==> config.mk <==
export PLATFORM = sky130hd
export DESIGN_NAME = no_riam_mc
export DESIGN_NICKNAME = d
export VERILOG_FILES = /design/src/rtl/no_riam_mc.sv
export SDC_FILE = /design/constraint.sdc
export NUM_CORES = 1
export LEC_CHECK = 0
export CORE_AREA = 2 2 39 41
export CTS_CLUSTER_DIAMETER = 80
export DETAILED_ROUTE_END_ITERATION = 12
export DIE_AREA = 0 0 41 43
export PLACE_DENSITY = 0.65
export SLEW_MARGIN = 15
export SYNTH_ARGS = -nofsm -noshare
export SYNTH_HDL_FRONTEND = slang
export SYNTH_SLANG_ARGS = --single-unit
export TNS_END_PERCENT = 1
==> constraint.sdc <==
create_clock -name clk -period 1.5 [get_ports clk]
set_clock_uncertainty 0.1 [all_clocks]
set_input_delay 0.375 -clock clk [delete_from_list [all_inputs] [get_ports clk]]
set_output_delay 0.375 -clock clk [all_outputs]
set_load 0.05 [all_outputs]
==> src/rtl/no_riam_mc.sv <==
// Multi-channel slow/fast trajectory pair (Floyd-style cycle detection) with sticky meet flag.
// Optional per-channel fast-step counter enabled by defining NO_RIAM_STEP_CNT_EN.
module no_riam_mc #(
    parameter int WIDTH = 1,
    parameter int CH    = 1,
    parameter int CNT_W = 16
) (
    input  logic                  clk,
    input  logic                  rst,
    input  logic [CH-1:0]         reset_nos,
    input  logic [CH-1:0]         start_s0,
    input  logic [CH-1:0]         start_s1,
    input  logic [CH*WIDTH-1:0]   init_state,
    input  logic [CH*WIDTH-1:0]   rap_s0,
    input  logic [CH*WIDTH-1:0]   rap_s1,
    output logic [CH*WIDTH-1:0]   s0,
    output logic [CH*WIDTH-1:0]   s1,
    output logic [CH*WIDTH-1:0]   riam_s0,
    output logic [CH*WIDTH-1:0]   riam_s1,
    output logic [CH-1:0]         meet,
    output logic [CH*CNT_W-1:0]   steps
);

    logic [CH*WIDTH-1:0] s0_q, s0_d;
    logic [CH*WIDTH-1:0] s1_q, s1_d;
    logic [CH-1:0]       pass_q, pass_d;
    logic [CH-1:0]       meet_q, meet_d;

    always_comb begin
        s0_d   = s0_q;
        s1_d   = s1_q;
        pass_d = pass_q;
        meet_d = meet_q;
        for (int c = 0; c < CH; c++) begin
            if (reset_nos[c]) begin
                s0_d[c*WIDTH +: WIDTH] = init_state[c*WIDTH +: WIDTH];
                s1_d[c*WIDTH +: WIDTH] = init_state[c*WIDTH +: WIDTH];
                pass_d[c]              = 1'b1;
                meet_d[c]              = 1'b0;
            end else begin
                // Slow copy moves on every other request: pass marks the turn to advance.
                if (start_s0[c]) begin
                    if (pass_q[c]) begin
                        s0_d[c*WIDTH +: WIDTH] = rap_s0[c*WIDTH +: WIDTH];
                    end
                    pass_d[c] = ~pass_q[c];
                end
                if (start_s1[c]) begin
                    s1_d[c*WIDTH +: WIDTH] = rap_s1[c*WIDTH +: WIDTH];
                end
                if (start_s1[c] && (s0_d[c*WIDTH +: WIDTH] == s1_d[c*WIDTH +: WIDTH])) begin
                    meet_d[c] = 1'b1;
                end
            end
        end
    end

    always_ff @(posedge clk) begin
        if (rst) begin
            s0_q   <= '0;
            s1_q   <= '0;
            pass_q <= '0;
            meet_q <= '0;
        end else begin
            s0_q   <= s0_d;
            s1_q   <= s1_d;
            pass_q <= pass_d;
            meet_q <= meet_d;
        end
    end

    assign s0      = s0_q;
    assign s1      = s1_q;
    assign riam_s0 = s0_q;
    assign riam_s1 = s1_q;
    assign meet    = meet_q;

`ifdef NO_RIAM_STEP_CNT_EN
    localparam logic [CNT_W-1:0] CNT_ONE = CNT_W'(1);

    logic [CH*CNT_W-1:0] steps_q, steps_d;

    function automatic logic [CNT_W-1:0] sat_inc(input logic [CNT_W-1:0] v);
        return (v == '1) ? v : v + CNT_ONE;
    endfunction

    // The meeting edge itself is counted because meet_q is sampled before the edge.
    always_comb begin
        steps_d = steps_q;
        for (int c = 0; c < CH; c++) begin
            if (reset_nos[c]) begin
                steps_d[c*CNT_W +: CNT_W] = '0;
            end else if (start_s1[c] && !meet_q[c]) begin
                steps_d[c*CNT_W +: CNT_W] = sat_inc(steps_q[c*CNT_W +: CNT_W]);
            end
        end
    end

    always_ff @(posedge clk) begin
        if (rst) begin
            steps_q <= '0;
        end else begin
            steps_q <= steps_d;
        end
    end

    assign steps = steps_q;
`else
    assign steps = '0;
`endif

endmodule
==> results_dict.tcl <==
set metrics [dict create \
    finalHoldViolCount 0 \
    worstHoldPathType "flop to flop" \
    layout.nets 64 \
    post_cts_resized 6 \
    cp-end-kind "flop" \
    critPathKind "input port to flop" \
    grt_pass1_wl_um 765 \
    setup_viol 0 \
    grt_max_degree 6 \
    initial_core_util_pct 23.4 \
    antenna_found_initial 0 \
    core.rowCount 14 \
    slew_viol_final 0 \
    yosysWarnings 0 \
    switching_power_w 0.000194 \
    first_global_vias 224 \
    crit_path_start_kind "input port" \
    slowest_stage "or4b_1" \
    cts_inserted_buffers 3 \
    max_stage_delay_ns 0.51 \
    place.gp.congestion 0.601 \
    die_area_sq_um 1760 \
    synth_top_area_share_pct 41.7 \
    post_cts_buffers 0 \
    crit_buf_inv 1 \
    layout-drive-gt1-share_pct 24.1 \
    dpl.hpwl_um 460 \
    ys_types 17 \
    cp_num_cells 4 \
    grt_overflow 0 \
    clkPwrFrac_pct 28.6 \
    rsz0062_at_grt "no" \
    min_path_cells 2 \
    n_antenna_cell 0 \
    synth_top_area_cell "buf_4" \
    ys_ff_latch 4 \
    syn_inst 39 \
    ant_nets 0 \
    h-tree-depth 1 \
    power_leakage_nw 0.233 \
    cp_top_family "simple AND/OR/NAND/NOR gates" \
    clock-sinks 4 \
    drt-vias-per-instance 3.73 \
    p_sw_share_pct 42.0 \
    drt_first_pass_iters 3 \
    drt_iter0_markers 3 \
    portBuffers 12 \
    routed_wirelength_um 558 \
    grt_usage_pct 7.13 \
    synth_area_sq_um 324 \
    syn2layout_area_growth_pct 47.5 \
    ctsHoldBuffers 0 \
    internal_power_w 0.000268 \
    max_freq_ghz 0.685 \
    wire_per_inst_um 7.97 \
    vias 261 \
    synth_area_leaders "buf_4 (42%), dfxtp_1 (25%), mux2_2 (3.5%)" \
    cts_tree "yes" \
    clk_pin_slew_worst_paths_ns 0.04 \
    insertion_delay_ns 0.23 \
    finish.utilization_pct 34.5 \
    syn_avg_cell_area_sq_um 8.31 \
    clockRootBuffer "clkbuf_4" \
    ios 29 \
    crit_chain "clkdlybuf4s15_1 -> or4b_1 -> or3_1 -> nand3_1" \
    period_needed_ns 1.46 \
    required_ns 1.57 \
    finalCritPeriodShare_pct 97.3 \
    reg2regPathDepth 3 \
    die_w_um 41 \
    cts_max_path_buffers 2 \
    status "finished, final reports clean" \
    pwr-share-comb_pct 44.3 \
    maxCapViolCount 0 \
    yosysSeqAreaShare_pct 24.7 \
    p_per_area_nw_per_um2 966 \
    worstPathMaxFanout 2 \
    seqPwrFrac_pct 27.2 \
    drc 0 \
    die_h_um 43 \
    crit_arrival_ns 1.53 \
    peakVddDrop_uv 250 \
    tns_ns 0 \
    coreArea_sq_um 1380 \
]
cells in the mapped netlist (all sizes together):
cell,number
o21a,1
or3,1
a21boi,1
and3,1
inv,1
a21oi,1
nor2,3
xor2,1
o2111ai,1
dfxtp,4
nand3,1
nand2,1
conb,1
mux2,1
buf,18
or4b,1
o31a,1
tightest hold or removal path, stage by stage, from the launching register on:
cell	delay (ns)
dfxtp_1	0.33
nand2_1	0.07
nand3_1	0.06
logic make-up (layout without fill, tap and decap cells):
logic type / count (synthesis) / in the layout / synth area share [%]
AOI/OAI and AO/OA: 5 / 5 / 12.0
xor gates and xnor gates: 1 / 1 / 2.70
buffers and inverters: 19 / 19 / 42.9
DFF: 4 / 4 / 24.7
muxes: 1 / 1 / 3.47
other: 1 / 16 / 1.16
and+or+nand+nor: 8 / 8 / 13.1
per-stage QoR:
| stage | std cells | hold WS (ns) | worst slack (ns) | area (sq um) | total power, W |
|---|---|---|---|---|---|
| detailed placement | 67 | 0.413 | -0.363 | 458 | 0.000335 |
| global route | 70 | 0.417 | 0.00622 | 478 | 0.000483 |
| CTS | 70 | 0.411 | 0.0361 | 478 | 0.000468 |
| finish | 70 | 0.411 | 0.0409 | 478 | 0.000462 |
| global placement | 67 | 0.400 | -0.364 | 458 | 0.000333 |
| floorplan | 54 | 0.347 | 0.0993 | 380 | 0.000298 |
per-layer routing:
layer	GRT usage, %	part of all wire (%)	vias to the layer above
li1	-	-	126
met1	5.47	34	120
met2	10.3	52	15
met3	6.28	14	0
met4	6.00	0	0
met5	0	0	-
registers in the layout, indices dropped and copies added (netlist names):
name,count
riam_s1,1
riam_s0,1
pass_q,1
meet,1
final cells by class:
cell class,instances,area [sq um]
flip-flops and latches,4,80.1
inverters,1,3.75
fillers,145,906
clock buffers,3,22.5
repair buffers,15,190
well taps,16,20.0
multi-input cells,31,161
cell usage in the layout (no fill, tap or decap), types with 2 or more instances in the layout:
cell / instances
conb_1: 16
buf_12: 5
dfxtp_1: 4
nor2_1: 3
clkbuf_4: 3
clkdlybuf4s50_1: 3
buf_4: 3
clkdlybuf4s15_1: 2
dlygate4sd2_1: 2
power by group through the flow:
stage | logic (W) | clock network [W] | registers [W]
3_3_place_gp | 0.000206 | 0 | 0.000127
3_5_place_dp | 0.000207 | 0 | 0.000127
4_1_cts | 0.000205 | 0.000138 | 0.000126
6_report | 0.000204 | 0.000132 | 0.000125
5_1_grt | 0.000213 | 0.000144 | 0.000127
2_1_floorplan | 0.000157 | 0 | 0.000141
worst paths after layout:
path                  endpoint                from  slack [ns]
max          meet$_SDFFE_PP0P_                 rst        0.04
min          meet$_SDFFE_PP0P_   meet$_SDFFE_PP0P_        0.41
max reg2reg  meet$_SDFFE_PP0P_  riam_s0$_SDFF_PP0_        0.27
min reg2reg  meet$_SDFFE_PP0P_   meet$_SDFFE_PP0P_        0.41
(Power assumes the default switching activity.)
